[config.mk]
export PLATFORM = sky130hd
export DESIGN_NAME = can_fault_confinement_flat
export DESIGN_NICKNAME = d
export VERILOG_FILES = /design/src/rtl/can_fault_confinement_if.sv /design/src/rtl/can_fault_confinement.sv /design/src/flat_wrapper.sv
export SDC_FILE = /design/constraint.sdc
export NUM_CORES = 1
export LEC_CHECK = 0
export CAP_MARGIN = 15
export CELL_PAD_IN_SITES_DETAIL_PLACEMENT = 1
export CELL_PAD_IN_SITES_GLOBAL_PLACEMENT = 2
export CORE_UTILIZATION = 29
export DETAILED_ROUTE_END_ITERATION = 7
export GPL_TIMING_DRIVEN = 1
export MAX_ROUTING_LAYER = met4
export PLACE_DENSITY = 0.83
export SETUP_SLACK_MARGIN = 0.15
export SLEW_MARGIN = 5
export SYNTH_ARGS = -nofsm -noshare
export SYNTH_HDL_FRONTEND = slang
export SYNTH_SLANG_ARGS = --single-unit
[constraint.sdc]
create_clock -name clock_i -period 2.8 [get_ports clock_i]
set_input_delay 0.84 -clock clock_i [delete_from_list [all_inputs] [get_ports clock_i]]
set_output_delay 0.84 -clock clock_i [all_outputs]
set_load 0.1 [all_outputs]
[src/rtl/can_fault_confinement_if.sv]
// Event/status bundle between the CAN MAC, the host and the fault-confinement block.
interface can_fault_confinement_if #(
  parameter int CNT_W = 9
);
  // Error/success events and bus sampling from the MAC, recovery control from the host
  logic             tec_inc8;
  logic             tec_dec1;
  logic             rec_inc1;
  logic             rec_inc8;
  logic             rec_dec1;
  logic             bit_tick;
  logic             bus_level;
  logic             auto_recover;
  logic             recover_req;
  // Registered status towards the host register file
  logic [CNT_W-1:0] tec;
  logic [CNT_W-1:0] rec;
  logic [2:0]       fstate;
  logic             erroractive;
  logic             warnsig;
  logic             errorpassive;
  logic             busoff;
  logic             irqsig;
  logic [2:0]       irq_cause;

  modport master (
    output tec_inc8, tec_dec1, rec_inc1, rec_inc8, rec_dec1,
    output bit_tick, bus_level, auto_recover, recover_req,
    input  tec, rec, fstate, erroractive, warnsig, errorpassive, busoff,
    input  irqsig, irq_cause
  );

  modport slave (
    input  tec_inc8, tec_dec1, rec_inc1, rec_inc8, rec_dec1,
    input  bit_tick, bus_level, auto_recover, recover_req,
    output tec, rec, fstate, erroractive, warnsig, errorpassive, busoff,
    output irqsig, irq_cause
  );
endinterface

[src/rtl/can_fault_confinement.sv]
// CAN fault confinement: TEC/REC counters, threshold FSM with multi-level jumps,
// host-gated or automatic bus-off recovery and a registered interrupt cause.
module can_fault_confinement #(
  parameter int CNT_W         = 9,
  parameter int WARN_LIMIT    = 96,
  parameter int PASSIVE_LIMIT = 128,
  parameter int BUSOFF_LIMIT  = 256,
  parameter int RECOV_EVENTS  = 128,
  parameter int RECOV_BITS    = 11
) (
  input logic                     clock_i,
  input logic                     reset_i,
  can_fault_confinement_if.slave  bus
);

  localparam int SEQ_W = $clog2(RECOV_BITS + 1);
  localparam int EVT_W = $clog2(RECOV_EVENTS + 1);

  // Thresholds at counter width (registered-counter compares) and at sum width
  localparam logic [CNT_W-1:0] WARN_C     = CNT_W'(WARN_LIMIT);
  localparam logic [CNT_W-1:0] PASS_C     = CNT_W'(PASSIVE_LIMIT);
  localparam logic [CNT_W-1:0] BUSOFF_C   = CNT_W'(BUSOFF_LIMIT);
  localparam logic [CNT_W-1:0] REC_DROP_C = CNT_W'(PASSIVE_LIMIT - 9);
  localparam logic [CNT_W-1:0] CNT_ONE    = CNT_W'(1);
  localparam logic [CNT_W:0]   BUSOFF_X   = (CNT_W + 1)'(BUSOFF_LIMIT);
  localparam logic [CNT_W:0]   REC_MAX_X  = (CNT_W + 1)'((1 << CNT_W) - 1);
  localparam logic [SEQ_W-1:0] SEQ_LAST   = SEQ_W'(RECOV_BITS - 1);
  localparam logic [SEQ_W-1:0] SEQ_ONE    = SEQ_W'(1);
  localparam logic [EVT_W-1:0] EVT_END    = EVT_W'(RECOV_EVENTS);
  localparam logic [EVT_W-1:0] EVT_ONE    = EVT_W'(1);

  typedef enum logic [2:0] {
    ST_ACTIVE  = 3'd0,
    ST_WARNING = 3'd1,
    ST_PASSIVE = 3'd2,
    ST_BUSOFF  = 3'd3,
    ST_RECOVER = 3'd4
  } state_t;

  state_t           state_q, state_d;
  logic [CNT_W-1:0] tec_q, tec_d;
  logic [CNT_W-1:0] rec_q, rec_d;
  logic [SEQ_W-1:0] seq_q, seq_d;
  logic [EVT_W-1:0] evt_q, evt_d;
  logic             pend_q, pend_d;
  logic             eact_q, eact_d;
  logic             warn_q, warn_d;
  logic             epas_q, epas_d;
  logic             boff_q, boff_d;
  logic             irq_q, irq_d;
  logic [2:0]       cause_q, cause_d;

  logic [CNT_W:0]   tec_sum;
  logic [CNT_W:0]   rec_inc;
  logic [CNT_W:0]   rec_sum;
  logic [CNT_W-1:0] tec_upd;
  logic [CNT_W-1:0] rec_upd;
  logic [CNT_W-1:0] cnt_max;

  // Saturating TEC/REC arithmetic for the current cycle's events
  always_comb begin
    tec_sum = {1'b0, tec_q}
            + {{(CNT_W-3){1'b0}}, bus.tec_inc8, 3'b000}
            - {{CNT_W{1'b0}}, bus.tec_dec1};
    if (bus.tec_dec1 && !bus.tec_inc8 && (tec_q == '0)) begin
      tec_upd = '0;
    end else if (tec_sum >= BUSOFF_X) begin
      tec_upd = BUSOFF_C;
    end else begin
      tec_upd = tec_sum[CNT_W-1:0];
    end

    rec_inc = {{(CNT_W-3){1'b0}}, bus.rec_inc8, 2'b00, bus.rec_inc1};
    rec_sum = {1'b0, rec_q} + rec_inc;
    if (rec_inc != '0) begin
      // Any increment overrides a simultaneous success event
      rec_upd = (rec_sum > REC_MAX_X) ? REC_MAX_X[CNT_W-1:0] : rec_sum[CNT_W-1:0];
    end else if (bus.rec_dec1) begin
      if (rec_q > PASS_C) begin
        rec_upd = REC_DROP_C;
      end else if (rec_q != '0) begin
        rec_upd = rec_q - CNT_ONE;
      end else begin
        rec_upd = rec_q;
      end
    end else begin
      rec_upd = rec_q;
    end

    cnt_max = (tec_q > rec_q) ? tec_q : rec_q;
  end

  // Next-state, counter ownership, recovery tracking and registered-output decode
  always_comb begin
    state_d = state_q;
    tec_d   = tec_q;
    rec_d   = rec_q;
    seq_d   = seq_q;
    evt_d   = evt_q;
    pend_d  = pend_q;
    eact_d  = 1'b0;
    warn_d  = 1'b0;
    epas_d  = 1'b0;
    boff_d  = 1'b0;

    case (state_q)
      ST_ACTIVE, ST_WARNING, ST_PASSIVE: begin
        tec_d  = tec_upd;
        rec_d  = rec_upd;
        seq_d  = '0;
        evt_d  = '0;
        pend_d = 1'b0;
        if (tec_q >= BUSOFF_C) begin
          state_d = ST_BUSOFF;
        end else if (cnt_max >= PASS_C) begin
          state_d = ST_PASSIVE;
        end else if (cnt_max >= WARN_C) begin
          state_d = ST_WARNING;
        end else begin
          state_d = ST_ACTIVE;
        end
      end
      ST_BUSOFF: begin
        // Event inputs are frozen out; only bus sampling and host request matter
        if (bus.recover_req) begin
          pend_d = 1'b1;
        end else begin
          pend_d = pend_q;
        end
        if (bus.bit_tick) begin
          if (bus.bus_level) begin
            if (seq_q == SEQ_LAST) begin
              seq_d = '0;
              if (evt_q != EVT_END) begin
                evt_d = evt_q + EVT_ONE;
              end else begin
                evt_d = evt_q;
              end
            end else begin
              seq_d = seq_q + SEQ_ONE;
            end
          end else begin
            seq_d = '0;
          end
        end else begin
          seq_d = seq_q;
        end
        if ((evt_q == EVT_END) && (bus.auto_recover || pend_q)) begin
          state_d = ST_RECOVER;
        end else begin
          state_d = ST_BUSOFF;
        end
      end
      ST_RECOVER: begin
        tec_d   = '0;
        rec_d   = '0;
        seq_d   = '0;
        evt_d   = '0;
        pend_d  = 1'b0;
        state_d = ST_ACTIVE;
      end
      default: begin
        // Illegal encoding: counters untouched, fall back to ACTIVE
        state_d = ST_ACTIVE;
      end
    endcase

    // Flags follow the state being entered so they line up with fstate
    case (state_d)
      ST_ACTIVE:  eact_d = 1'b1;
      ST_WARNING: begin
        eact_d = 1'b1;
        warn_d = 1'b1;
      end
      ST_PASSIVE: epas_d = 1'b1;
      ST_BUSOFF:  boff_d = 1'b1;
      ST_RECOVER: eact_d = 1'b1;
      default: begin
        eact_d = 1'b0;
        warn_d = 1'b0;
        epas_d = 1'b0;
        boff_d = 1'b0;
      end
    endcase

    irq_d = (state_d != state_q);
    if (irq_d) begin
      cause_d = state_d;
    end else begin
      cause_d = cause_q;
    end
  end

  // State, counters and registered outputs with synchronous reset
  always_ff @(posedge clock_i) begin
    if (reset_i) begin
      state_q <= ST_ACTIVE;
      tec_q   <= '0;
      rec_q   <= '0;
      seq_q   <= '0;
      evt_q   <= '0;
      pend_q  <= 1'b0;
      eact_q  <= 1'b1;
      warn_q  <= 1'b0;
      epas_q  <= 1'b0;
      boff_q  <= 1'b0;
      irq_q   <= 1'b0;
      cause_q <= 3'd0;
    end else begin
      state_q <= state_d;
      tec_q   <= tec_d;
      rec_q   <= rec_d;
      seq_q   <= seq_d;
      evt_q   <= evt_d;
      pend_q  <= pend_d;
      eact_q  <= eact_d;
      warn_q  <= warn_d;
      epas_q  <= epas_d;
      boff_q  <= boff_d;
      irq_q   <= irq_d;
      cause_q <= cause_d;
    end
  end

  assign bus.tec          = tec_q;
  assign bus.rec          = rec_q;
  assign bus.fstate       = state_q;
  assign bus.erroractive  = eact_q;
  assign bus.warnsig      = warn_q;
  assign bus.errorpassive = epas_q;
  assign bus.busoff       = boff_q;
  assign bus.irqsig       = irq_q;
  assign bus.irq_cause    = cause_q;

endmodule

[src/flat_wrapper.sv]
// flat-port wrapper written by rule: the top's interface ports become plain ports
module can_fault_confinement_flat 
#(
  parameter int CNT_W         = 9,
  parameter int WARN_LIMIT    = 96,
  parameter int PASSIVE_LIMIT = 128,
  parameter int BUSOFF_LIMIT  = 256,
  parameter int RECOV_EVENTS  = 128,
  parameter int RECOV_BITS    = 11
)
  (clock_i, reset_i, bus_tec_inc8, bus_tec_dec1, bus_rec_inc1, bus_rec_inc8, bus_rec_dec1, bus_bit_tick, bus_bus_level, bus_auto_recover, bus_recover_req, bus_tec, bus_rec, bus_fstate, bus_erroractive, bus_warnsig, bus_errorpassive, bus_busoff, bus_irqsig, bus_irq_cause);
  can_fault_confinement_if #(.CNT_W(CNT_W)) bus_i ();
  input logic clock_i;
  input logic reset_i;
  input wire logic [$bits(bus_i.tec_inc8)-1:0] bus_tec_inc8;
  input wire logic [$bits(bus_i.tec_dec1)-1:0] bus_tec_dec1;
  input wire logic [$bits(bus_i.rec_inc1)-1:0] bus_rec_inc1;
  input wire logic [$bits(bus_i.rec_inc8)-1:0] bus_rec_inc8;
  input wire logic [$bits(bus_i.rec_dec1)-1:0] bus_rec_dec1;
  input wire logic [$bits(bus_i.bit_tick)-1:0] bus_bit_tick;
  input wire logic [$bits(bus_i.bus_level)-1:0] bus_bus_level;
  input wire logic [$bits(bus_i.auto_recover)-1:0] bus_auto_recover;
  input wire logic [$bits(bus_i.recover_req)-1:0] bus_recover_req;
  output wire logic [$bits(bus_i.tec)-1:0] bus_tec;
  output wire logic [$bits(bus_i.rec)-1:0] bus_rec;
  output wire logic [$bits(bus_i.fstate)-1:0] bus_fstate;
  output wire logic [$bits(bus_i.erroractive)-1:0] bus_erroractive;
  output wire logic [$bits(bus_i.warnsig)-1:0] bus_warnsig;
  output wire logic [$bits(bus_i.errorpassive)-1:0] bus_errorpassive;
  output wire logic [$bits(bus_i.busoff)-1:0] bus_busoff;
  output wire logic [$bits(bus_i.irqsig)-1:0] bus_irqsig;
  output wire logic [$bits(bus_i.irq_cause)-1:0] bus_irq_cause;
  assign bus_i.tec_inc8 = bus_tec_inc8;
  assign bus_i.tec_dec1 = bus_tec_dec1;
  assign bus_i.rec_inc1 = bus_rec_inc1;
  assign bus_i.rec_inc8 = bus_rec_inc8;
  assign bus_i.rec_dec1 = bus_rec_dec1;
  assign bus_i.bit_tick = bus_bit_tick;
  assign bus_i.bus_level = bus_bus_level;
  assign bus_i.auto_recover = bus_auto_recover;
  assign bus_i.recover_req = bus_recover_req;
  assign bus_tec = bus_i.tec;
  assign bus_rec = bus_i.rec;
  assign bus_fstate = bus_i.fstate;
  assign bus_erroractive = bus_i.erroractive;
  assign bus_warnsig = bus_i.warnsig;
  assign bus_errorpassive = bus_i.errorpassive;
  assign bus_busoff = bus_i.busoff;
  assign bus_irqsig = bus_i.irqsig;
  assign bus_irq_cause = bus_i.irq_cause;
  can_fault_confinement #(.CNT_W(CNT_W), .WARN_LIMIT(WARN_LIMIT), .PASSIVE_LIMIT(PASSIVE_LIMIT), .BUSOFF_LIMIT(BUSOFF_LIMIT), .RECOV_EVENTS(RECOV_EVENTS), .RECOV_BITS(RECOV_BITS)) u_core (.clock_i(clock_i), .reset_i(reset_i), .bus(bus_i));
endmodule
* After elaboration in Yosys (flattened, before gate mapping)
Index checks and enable logic that the tools add are counted.
** Word-level totals
- Register bits after elaboration :: 42
- Logic and storage cells :: 93
** Cells by class
- Add/subtract/negate cells :: 6
- Order comparisons :: 7
- Eq/ne operators :: 19
- Muxes and demuxes :: 30
- Reductions and logical operators :: 19
** Operator list (number)
- $mux W9 :: 8
- $pmux W9 S2 :: 2
- $mux W8 :: 4
- $add A9 B4 Y10 :: 2
- $pmux W8 S2 :: 1
- $eq A3 B2 Y1 const B :: 4
- $mux W4 :: 3
- $ge A10 B9 Y1 const B :: 1
- $gt A10 B9 Y1 const B :: 1
- $sub A10 B1 Y10 :: 1
- $ge A9 B7 Y1 const B :: 1
- $ge A9 B8 Y1 const B :: 1
- $ge A9 B9 Y1 const B :: 1
- $gt A9 B8 Y1 const B :: 1
- $gt A9 B9 Y1 :: 1
- $logic_not A9 Y1 :: 1
- $mux W3 :: 3
- $reduce_bool A9 Y1 :: 1
- $sub A9 B1 Y9 const B :: 1
- $add A8 B1 Y8 const B :: 1
- $eq A8 B8 Y1 const B :: 1
- $ne A8 B8 Y1 const B :: 1
- $pmux W4 S2 :: 1
- $eq A3 B1 Y1 const B :: 2
- 21 further kinds :: 37

* Depth between registers and ports, before layout
Gate-level depths: netlist of the first run.
- Depth in word-level cells :: 10
- Mapped depth :: 14

* Worst setup path before layout of the first run
OpenSTA, ideal clock, no wires.
- Path type :: register -> register
- From :: reg u_core.rec_q[7], in the netlist u_core.bus.rec[7]
- To :: reg u_core.cause_q[2], in the netlist u_core.bus.irq_cause[2]
- Setup time :: 116 ps
- Data arrival time :: 3418 ps
- Data required time :: 2684 ps
- Slack :: -735 ps
- Cell stages (with the launch flop) :: 13
- Path buffers :: 2
- Clock period less this slack :: 3535 ps
- Cells stage by stage :: dfxtp_1 > buf_1 > inv_1 > ha_1 > and4_1 > nand3_1 > o311ai_0 > mux2i_1 > or3_1 > buf_2 > nand2b_1 > o22ai_1 > a31o_2
** On the way
- Longest elaborated chain between the ends :: 8
** Ends and longest elaborated chain
- start: declaration :: line can_fault_confinement.sv:42 : logic [CNT_W-1:0] rec_q, rec_d;
- start signal: assignment :: line can_fault_confinement.sv:212 : rec_q <= rec_d;
- $gt A9 B9 Y1 :: line can_fault_confinement.sv:90 : cnt_max = (tec_q > rec_q) ? tec_q : rec_q;
- $mux W9 (*) :: line can_fault_confinement.sv:90
- $ge A9 B7 Y1 :: line can_fault_confinement.sv:117 : end else if (cnt_max >= WARN_C) begin
- $mux W1 :: line can_fault_confinement.sv:117
- $mux W3 (*) :: line can_fault_confinement.sv:115 : end else if (cnt_max >= PASS_C) begin
- $mux W3 (*) :: line can_fault_confinement.sv:113 : if (tec_q >= BUSOFF_C) begin
- $pmux W3 S2 (*) :: line can_fault_confinement.sv:106 : case (state_q)
- $ne A3 B3 Y1 (*) :: line can_fault_confinement.sv:186 : irq_d = (state_d != state_q);
- end signal: assignment :: line can_fault_confinement.sv:221 : cause_q <= cause_d;
- end: declaration :: line can_fault_confinement.sv:51 : logic [2:0] cause_q, cause_d;
Every way passes the cells marked *; elsewhere a longest branch is shown, timed or not.
A chain may end at the register's enable or synchronous reset.

* Worst setup path in the final report of the first run
- From :: in bus_tec_dec1
- To :: reg u_core.tec_q[0], in the netlist u_core.bus.tec[0]
** On the way
- Longest elaborated chain between the ends :: 5
** Ends and longest elaborated chain
- start: declaration :: line flat_wrapper.sv:16 : input wire logic [$bits(bus_i.tec_dec1)-1:0] bus_tec_dec1;
- $sub A10 B1 Y10 :: line can_fault_confinement.sv:64 : - {{CNT_W{1'b0}}, bus.tec_dec1};
- $ge A10 B9 Y1 :: line can_fault_confinement.sv:67 : end else if (tec_sum >= BUSOFF_X) begin
- $mux W9 :: line can_fault_confinement.sv:67
- $mux W9 (*) :: line can_fault_confinement.sv:65 : if (bus.tec_dec1 && !bus.tec_inc8 && (tec_q == '0)) begin
- $pmux W9 S2 (*) :: line can_fault_confinement.sv:106
- end signal: assignment :: line can_fault_confinement.sv:211 : tec_q <= tec_d;
- end: declaration :: line can_fault_confinement.sv:41 : logic [CNT_W-1:0] tec_q, tec_d;
Marked as above.

==> results.toml, run 1 <==
[outcome]
status = "complete, no violations"

[global_routing]
grt_pass1_vias = 2934
met3_usage_pct = 2.44
grt_util_met2_pct = 31.1
grt_busiest_layer = "met2"
grt_max_degree = 21
grt_pass1_wl_mm = 14.3
grt_util_all_layers_pct = 18.3
grtUsageMet1_pct = 22.8
grt_antenna_before_repair = 0
gr-total-overflow = 0

[logic_synthesis]
synth_edf_count = 0
postSynthAreaPerCell_sq_um = 8.10
syn-num-nets = 387
syn_inst = 346
ys_warn_count = 0
synthMostInstantiatedCell = "nor2_1"
synth-seq-cells = 42
synth_top_area_cell = "dfxtp_1"
ys_types = 58
ys_seq_area_share_pct = 30.0
yosys-top-cells-count = "nor2_1 (43), dfxtp_1 (42), inv_1 (31), ha_1 (29), nand2_1 (22)"
synth_top_area_share_pct = 30.0
syn_area_sq_um = 2800
yosys-top-cells-area = "dfxtp_1 (30%), ha_1 (13%), nor2_1 (5.8%)"
synthFlopType = "dfxtp_1"
ys_async_sr_fraction_pct = 0

[final_layout]
nets = 466
drive_gt1_share_pct = 36.7
utilization_pct = 43.0
syn_to_final_growth_pct = 42.2
antennaDiodeCount = 0

[sta]
max_clock_freq_mhz = 361
setup_viol = 0
slew_headroom_pct = 59.0
hold_viol = 0
drv_slew = 0
layout_min_cycle_time_ns = 2.77
tightestPinTransition_ns = 0.608
finalCritPeriodShare_pct = 99.0
clock_skew_ns = 0.0113
rsz0062_at_grt = "true"

[min_path]
worstHoldStart = "u_core.bus.irq_cause[1]$_SDFFE_PP0P_"
whs_path_depth = 2
min_to = "u_core.bus.irq_cause[1]$_SDFFE_PP0P_"
min_path_type = "flip-flop to flip-flop"

[critical_path]
endpoint_kind = "flip-flop"
timing.reg2reg.setup_slack_ns = 0.18
r2r_end = "u_core.bus.tec[0]$_SDFFE_PP0P_"
worstPathMaxFanout = 8
crit_path_start_kind = "input pin"
crit_required_ns = 3.00
reg2regPathDepth = 14
critPathArrivalTime_ns = 2.97
r2r-start = "u_core.bus.tec[0]$_SDFFE_PP0P_"
setup.worst_path.class = "input pin to flip-flop"

[clock_network]
hold_buffers = 0
clk_latency_ns = 0.29
htreeDepth = 2
clock_path_buffers = 2
cts-root-buf = "clkbuf_8"
cts_sinks = 42
cts_tree = "done"
path_clk_slew_ns = 0.09
numCtsBuffers = 5

[floorplan]
die_w_um = 100
dieHeight_um = 100
pin_count = 40
initial_core_util_pct = 30.2
dieArea_sq_um = 10100
core-area_sq_um = 9280
rows = 35

[pwr]
p_per_area_nw_per_um2 = 875
intPower_mw = 1.76
sw_frac_of_total_pct = 49.6
peakVddDrop_mv = 0.295
clkPwrFrac_pct = 11.1
p_leak_nw = 1.64
p_comb_share_pct = 66.2
p_switching_mw = 1.73
pwr-share-seq_pct = 22.7
finalPower_mw = 3.49

[placed_design]
hpwl_mm = 6.48
place_congestion = 0.850
numPortBuffers = 39

[detailed_routing]
drt_first_iter_violations = 80
routed_wl_mm = 8.76
num_vias = 2837
drc = 0
wire_per_inst_um = 15.8
vias_per_cell = 5.12
first_pass_iters = 4
ant_nets = 0

[job]
max_cap_violations = 0
==> final cells by class <==
cell class,count,area [sq um]
Fill cell,1124,5300
Multi-Input combinational cell,262,2070
Sequential cell,42,888
Timing Repair Buffer,83,667
Tap cell,129,161
Inverter,31,123
Clock buffer,5,68.8
Clock inverter,2,10.0
==> flip-flops by register name, summed over array words and instances (netlist names) <==
name	count
u_core.bus.rec	9
u_core.bus.tec	9
u_core.evt_q	8
u_core.seq_q	4
u_core.bus.fstate	3
u_core.bus.irq_cause	3
u_core.bus.busoff	1
u_core.bus.erroractive	1
u_core.bus.errorpassive	1
u_core.bus.irqsig	1
u_core.bus.warnsig	1
u_core.pend_q	1
==> worst max-delay path: stages <==
cell and delay, ns:
buf_8 0.10, ha_4 0.15, inv_4 0.05, ha_4 0.12
inv_2 0.03, fa_2 0.36, nor2b_4 0.12, o21ai_2 0.07
a21oi_2 0.17, o21ai_2 0.08, a221oi_2 0.36, xnor2_2 0.19
nand3_4 0.18, o22ai_2 0.15
==> kinds of logic after synthesis <==
group | after synthesis | share of synthesized area, %
simple gates | 121 | 21.3
mux | 5 | 1.78
fa+ha+maj | 30 | 13.7
buf+inv | 42 | 6.02
compound gates | 91 | 22.5
flops | 42 | 30.0
xor+xnor | 15 | 4.69
==> how the worst max path moves through the flow <==
stage                                              start                              endpoint  slack [ns]  cells past startpoint
after CTS                                   bus_tec_dec1        u_core.bus.tec[0]$_SDFFE_PP0P_       -0.01                     14
after detailed placement                    bus_tec_dec1        u_core.bus.tec[0]$_SDFFE_PP0P_       -0.75                     14
after global placement                      bus_tec_dec1        u_core.bus.tec[0]$_SDFFE_PP0P_       -0.57                     14
final                                       bus_tec_dec1        u_core.bus.tec[0]$_SDFFE_PP0P_        0.03                     14
after global routing                        bus_tec_inc8        u_core.bus.tec[5]$_SDFFE_PP0P_       -0.06                     13
after floorplan           u_core.bus.rec[7]$_SDFFE_PP0P_  u_core.bus.irq_cause[2]$_SDFFE_PP0P_        0.06                     12
==> timing repair <==
action                                  CTS  global route
pin swaps                                19            18
gates resized for setup                  30            28
setup buffers                             8             9
endpoints found under the setup margin   19            26
==> power groups by stage <==
| stage | Sequential, mW | Clock [mW] | Combinational [mW] |
|---|---|---|---|
| global route | 0.806 | 0.419 | 2.48 |
| detailed placement | 0.817 | 0 | 1.92 |
| floorplan | 1.36 | 0 | 0.921 |
| global placement | 0.811 | 0 | 1.87 |
| finish | 0.792 | 0.385 | 2.31 |
| CTS | 0.800 | 0.399 | 2.06 |
==> layer usage <==
layer	share of wire (%)	up-vias
li1	-	1401
met1	46	1395
met2	51	34
met3	2.7	7
met4	0.86	0
met5	0	-
==> through the flow <==
step / instances / hold WS, ns / setup WS [ns] / cell area [sq um] / setup TNS [ns]
floorplan: 346 / 0.432 / 0.0610 / 2920 / 0
global placement: 530 / 0.453 / -0.572 / 3540 / -6.65
detailed placement: 530 / 0.468 / -0.751 / 3540 / -8.10
CTS: 545 / 0.480 / -0.0137 / 3790 / -0.0137
global route: 554 / 0.506 / -0.0577 / 3990 / -0.349
finish: 554 / 0.476 / 0.0281 / 3990 / 0
==> cells in the final DEF (no fill, tap or decap), types with 6 or more instances in the layout <==
master / instances
xor2_1: 8
nor3_1: 11
buf_4: 72
inv_1: 25
o21ai_0: 11
dfxtp_2: 8
nor2_1: 43
ha_4: 6
a31oi_1: 6
a21oi_1: 19
dfxtp_1: 24
xnor2_1: 6
dfxtp_4: 10
nand2_1: 21
ha_1: 22
clkdlybuf4s50_1: 6
o22ai_2: 7
nand4_1: 7
o22ai_1: 7
Note: power is estimated with default switching activity, not from simulation.
==> inputs of run 2 (changes only) <==
--- a/config.mk
+++ b/config.mk
@@ -12,7 +12,7 @@
 export DETAILED_ROUTE_END_ITERATION = 7
 export GPL_TIMING_DRIVEN = 1
 export MAX_ROUTING_LAYER = met4
-export PLACE_DENSITY = 0.83
+export PLACE_DENSITY_LB_ADDON = 0.25
 export SETUP_SLACK_MARGIN = 0.15
 export SLEW_MARGIN = 5
 export SYNTH_ARGS = -nofsm -noshare
==> run 2 against run 1 <==
Against the previous run:
- utilization rose by 0.49 points
- sequential power up 2%
- largest power group unchanged
- setup slack improved by 0.060 ns
- clock skew shrank 0.0024 ns
- sequential cell count is the same
- final cell count up 0.54%
- clock power increased by 12%
- first-iteration DRC count is 14% higher
- sequential share of layout area is 0.25 points lower
- critical endpoint is now u_core.bus.tec[5]$_SDFFE_PP0P_
- die area unchanged
- worst hold slack gained 0.0072 ns
==> results.toml, run 2 (synthesis results as in run 1) <==
[sta]
drv_slew = 0
rsz0062_at_grt = "true"
max_clock_freq_mhz = 369
layout_min_cycle_time_ns = 2.71
fin_ws_ns = 0.0879
setup_viol = 0
hold_viol = 0
slew_headroom_pct = 61.0
tightestPinTransition_ns = 0.578
clock_skew_ns = 0.00888
hold_ws_ns = 0.483
finalCritPeriodShare_pct = 96.9

[clock_network]
cts_sinks = 42
htreeDepth = 2
numCtsBuffers = 5
cts-root-buf = "clkbuf_8"
path_clk_slew_ns = 0.09
cts_tree = "done"
clock_path_buffers = 2
hold_buffers = 0
clk_latency_ns = 0.30

[detailed_routing]
routed_wl_mm = 8.89
num_vias = 2827
ant_nets = 0
drc = 0
first_pass_iters = 4
vias_per_cell = 5.08
wire_per_inst_um = 16.0
drt_first_iter_violations = 91

[final_layout]
drive_gt1_share_pct = 36.0
utilization_pct = 43.4
stdcell_count = 557
nets = 468
layout_commonest_cell = "buf_4"
final_cell_mix = "buf_4 (72), nor2_1 (43), inv_1 (27)"
antennaDiodeCount = 0
syn_to_final_growth_pct = 43.8

[job]
max_cap_violations = 0

[pwr]
finalPower_mw = 3.45
p_leak_nw = 1.68
peakVddDrop_mv = 0.341
p_per_area_nw_per_um2 = 857

[placed_design]
numPortBuffers = 39
place_congestion = 0.792
dp_worst_setup_slack_ns = -0.721
dp_cells = 540
hpwl_mm = 6.65

[global_routing]
grt_antenna_before_repair = 0
grt_pass1_wl_mm = 14.1
grt_pass1_vias = 2814
grt_max_degree = 21
gr-total-overflow = 0
grt_util_all_layers_pct = 18.4

[floorplan]
initial_core_util_pct = 30.2
rows = 35
core-area_sq_um = 9280
die_w_um = 100
pin_count = 40
dieArea_sq_um = 10100
dieHeight_um = 100

[min_path]
min_path_type = "flip-flop to flip-flop"

[critical_path]
endpoint_kind = "flip-flop"
crit_required_ns = 3.02
crit_path_start_kind = "input pin"
worstPathMaxFanout = 8
setup.worst_path.class = "input pin to flip-flop"
critPathArrivalTime_ns = 2.94

[outcome]
status = "complete, no violations"
==> run 2: cell types whose count changed in the layout (fill, tap and decap cells not counted), moves of 2 or more <==
| cell | before | now |
|---|---|---|
| ha_1 | 22 | 24 |
| a31oi_2 | 0 | 2 |
| inv_1 | 25 | 27 |
| a31oi_1 | 6 | 4 |
| o22ai_1 | 7 | 5 |
==> run 2: cell type report <==
cell class                      count  area [sq um]
Fill cell                        1115          5250
Multi-Input combinational cell    262          2070
Sequential cell                    42           888
Timing Repair Buffer               85           702
Tap cell                          129           161
Inverter                           31           116
Clock buffer                        6          82.6
Clock inverter                      2          11.3
==> run 2: final timing paths <==
path / end / cells past startpoint / slack (ns) / from
max reg2reg: u_core.bus.irq_cause[2]$_SDFFE_PP0P_ / 10 / 0.24 / u_core.bus.rec[2]$_SDFFE_PP0P_
min reg2reg: u_core.pend_q$_SDFFE_PP0P_ / 2 / 0.48 / u_core.pend_q$_SDFFE_PP0P_
max: u_core.bus.tec[5]$_SDFFE_PP0P_ / 15 / 0.09 / bus_tec_dec1
min: u_core.pend_q$_SDFFE_PP0P_ / 2 / 0.48 / u_core.pend_q$_SDFFE_PP0P_
==> run 2: repair_timing <==
item,in CTS,in global routing
pin swaps,14,16
cloned,0,0
buffers inserted,4,5
endpoints found under the setup margin,17,25
gates resized for setup,27,27
==> run 2: worst max-delay path, cell delays in order <==
cell and delay (ns):
buf_8 0.10, ha_4 0.14, inv_2 0.05, ha_4 0.12, inv_2 0.03, fa_2 0.36
nor2b_4 0.12, o21ai_2 0.06, a21oi_2 0.14, o21ai_2 0.08, a221oi_2 0.35, xnor2_2 0.17
nand3_2 0.09, buf_6 0.17, o22ai_2 0.09
==> run 2: power breakdown <==
part           internal (mW)  total [mW]  switching (mW)
clock network          0.199       0.432           0.232
registers              0.696       0.807           0.111
logic                  0.833        2.22            1.38
total                   1.73        3.45            1.73
==> run 2: per-layer routing <==
layer  wire length, um  vias up  track usage, %
li1                  -     1414               -
met1              4230     1373            24.1
met2              4360       33            30.3
met3               235        7            2.58
met4                61        0            3.68
met5                 0        -               -
==> run 2: through the flow <==
step                TNS [ns]  cell area, sq um
floorplan                  0              2920
global placement       -7.32              3630
detailed placement     -8.19              3630
CTS                        0              3850
global route         -0.0377              4030
finish                     0              4030
==> inputs of run 3 (changes only) <==
--- a/config.mk
+++ b/config.mk
@@ -8,8 +8,9 @@
 export CAP_MARGIN = 15
 export CELL_PAD_IN_SITES_DETAIL_PLACEMENT = 1
 export CELL_PAD_IN_SITES_GLOBAL_PLACEMENT = 2
-export CORE_UTILIZATION = 29
+export CORE_UTILIZATION = 34
 export DETAILED_ROUTE_END_ITERATION = 7
+export DONT_BUFFER_PORTS = 1
 export GPL_TIMING_DRIVEN = 1
 export MAX_ROUTING_LAYER = met4
 export PLACE_DENSITY_LB_ADDON = 0.25
==> run 3 against run 2 <==
Against the previous run:
- worst hold slack got worse by 0.0083 ns
- global-route usage increased by 2.0 points
- highest routed layer unchanged
- critical path type unchanged
- clock power decreased by 7.4%
- largest power group unchanged
==> results.toml, run 3 (synthesis results as in run 1) <==
[critical_path]
cp_num_buf_inv = 3
r2r-start = "u_core.bus.tec[0]$_SDFFE_PP0P_"
timing.reg2reg.setup_slack_ns = 0.14
critPathArrivalTime_ns = 2.89
setup.worst_path.class = "input pin to flip-flop"
crit_required_ns = 2.96
crit_path_start_kind = "input pin"
slowest_delay_ns = 0.37
reg2regPathDepth = 15
endpoint_kind = "flip-flop"
r2r_end = "u_core.bus.tec[8]$_SDFFE_PP0P_"
cp_top_family = "compound AO/OA/AOI/OAI gates"
worstPathMaxFanout = 2
crit_chain = "ha_4 -> inv_2 -> ha_4 -> inv_2 -> fa_2 -> nor2b_4 -> o21ai_2 -> a21oi_2 -> o21ai_2 -> a221oi_2 -> xnor2_2 -> buf_4 -> nand2_2 -> o2bb2ai_2"
cp_slowest_cell = "fa_2"

[sta]
layout_min_cycle_time_ns = 2.73
clock_skew_ns = 0.0107
rsz0062_at_grt = "true"
drv_slew = 0
hold_viol = 0
tns_ns = 0
tightestPinTransition_ns = 0.872
fin_ws_ns = 0.0708
finalCritPeriodShare_pct = 97.5
max_clock_freq_mhz = 366
slew_headroom_pct = 41.4
setup_viol = 0

[detailed_routing]
dr_wl_met3_um = 319
drt_first_iter_violations = 101
first_pass_iters = 6
wirelength_met1_mm = 3.85
ant_nets = 0
route.met2.wl_mm = 4.12
vias_per_cell = 5.44
routed_wl_mm = 8.32
drc = 0
num_vias = 2653
wire_per_inst_um = 17.0
highest_layer = "met4"

[pwr]
peakVddDrop_mv = 0.346
p_leak_nw = 1.43
p_per_area_nw_per_um2 = 939

[min_path]
worstHoldStart = "u_core.pend_q$_SDFFE_PP0P_"
whs_path_depth = 2
min_path_type = "flip-flop to flip-flop"
min_to = "u_core.pend_q$_SDFFE_PP0P_"

[placed_design]
place_congestion = 0.823
dp_worst_setup_slack_ns = -0.249
dpl_cell_area_sq_um = 3240
hpwl_mm = 6.32
dp_cells = 473
numPortBuffers = 0

[final_layout]
final_cell_mix = "nor2_1 (42), buf_4 (40), inv_1 (27)"
final_area_sq_um = 3540
syn_to_final_growth_pct = 26.4
nets = 426
antennaDiodeCount = 0
layout_commonest_cell = "nor2_1"
stdcell_count = 488
drive_gt1_share_pct = 29.3

[global_routing]
gr-total-overflow = 0
grt_pass1_wl_mm = 13.6
grt_max_degree = 25
grt_pass1_vias = 2748
grt_util_all_layers_pct = 20.4
grt_antenna_before_repair = 0

[floorplan]
initial_core_util_pct = 35.7
dieHeight_um = 92.8
rows = 32
pin_count = 40
dieArea_sq_um = 8610
core-area_sq_um = 7850
die_w_um = 92.8

[clock_network]
clock_path_buffers = 2
hold_buffers = 0
cts_tree = "done"
htreeDepth = 2
clk_latency_ns = 0.30
path_clk_slew_ns = 0.09
cts-root-buf = "clkbuf_8"
cts_sinks = 42
numCtsBuffers = 5

[job]
max_cap_violations = 0

[outcome]
status = "complete, no violations"
-- run 3: cell types whose count changed in the layout (fill, tap and decap cells not counted), sizes merged --
cell	previous run	this run
buf	76	43
clkdlybuf4s50	6	0
dlymetal6s2s	2	0
clkdlybuf4s15	1	0
clkinv	1	2
inv	32	31
-- run 3: worst min-delay path: cells and delay by family (launching register included) --
family           cells  cell delay, ns
flip-flops           1            0.33
AND/OR/NAND/NOR      1            0.07
AO/OA/AOI/OAI        1            0.04
-- run 3: layout make-up --
type	count	area (sq um)
clock inverters	2	13.8
multi-input cells	262	1990
well taps	102	128
clock buffers	6	72.6
fillers	961	4300
flip-flops and latches	42	888
inverters	31	116
repair buffers	43	334
-- run 3: metrics by stage --
| step | power [mW] | utilization, % | hold slack [ns] |
|---|---|---|---|
| 3_3_place_gp | 2.63 | 41.3 | 0.443 |
| 3_5_place_dp | 2.66 | 41.3 | 0.457 |
| 2_1_floorplan | 2.28 | - | 0.432 |
| 6_report | 3.33 | 45.2 | 0.475 |
| 4_1_cts | 3.10 | 42.8 | 0.478 |
| 5_1_grt | 3.54 | 45.2 | 0.522 |
-- run 3: layer usage --
| layer | vias to the layer above | GRT usage (%) |
|---|---|---|
| li1 | 1319 | - |
| met1 | 1299 | 25.0 |
| met2 | 33 | 34.5 |
| met3 | 2 | 4.35 |
| met4 | 0 | 4.36 |
| met5 | - | - |
-- run 3: worst max-delay path by stage --
stage                                         from                              endpoint  slack [ns]  cells past startpoint
floorplan           u_core.bus.rec[7]$_SDFFE_PP0P_  u_core.bus.irq_cause[2]$_SDFFE_PP0P_        0.06                     12
global placement                      bus_tec_dec1        u_core.bus.tec[1]$_SDFFE_PP0P_       -0.09                     13
detailed placement                    bus_tec_dec1        u_core.bus.tec[2]$_SDFFE_PP0P_       -0.25                     13
CTS                 u_core.bus.rec[1]$_SDFFE_PP0P_        u_core.bus.rec[5]$_SDFFE_PP0P_        0.15                     11
global route                          bus_tec_dec1        u_core.bus.tec[8]$_SDFFE_PP0P_        0.04                     14
finish                                bus_tec_dec1        u_core.bus.tec[8]$_SDFFE_PP0P_        0.07                     14
-- run 3: where the power goes --
part	total, mW	internal [mW]	switching [mW]	leakage, nW
clock	0.400	0.176	0.224	0.0452
combinational	2.18	0.771	1.41	1.03
sequential	0.753	0.694	0.0582	0.353
total	3.33	1.64	1.69	1.43
-- run 3: repair_timing --
action | 4_1_cts | 5_1_grt
endpoints found under the setup margin | 13 | 23
pin swaps | 2 | 12
setup buffers | 3 | 4
gates resized for setup | 1 | 34
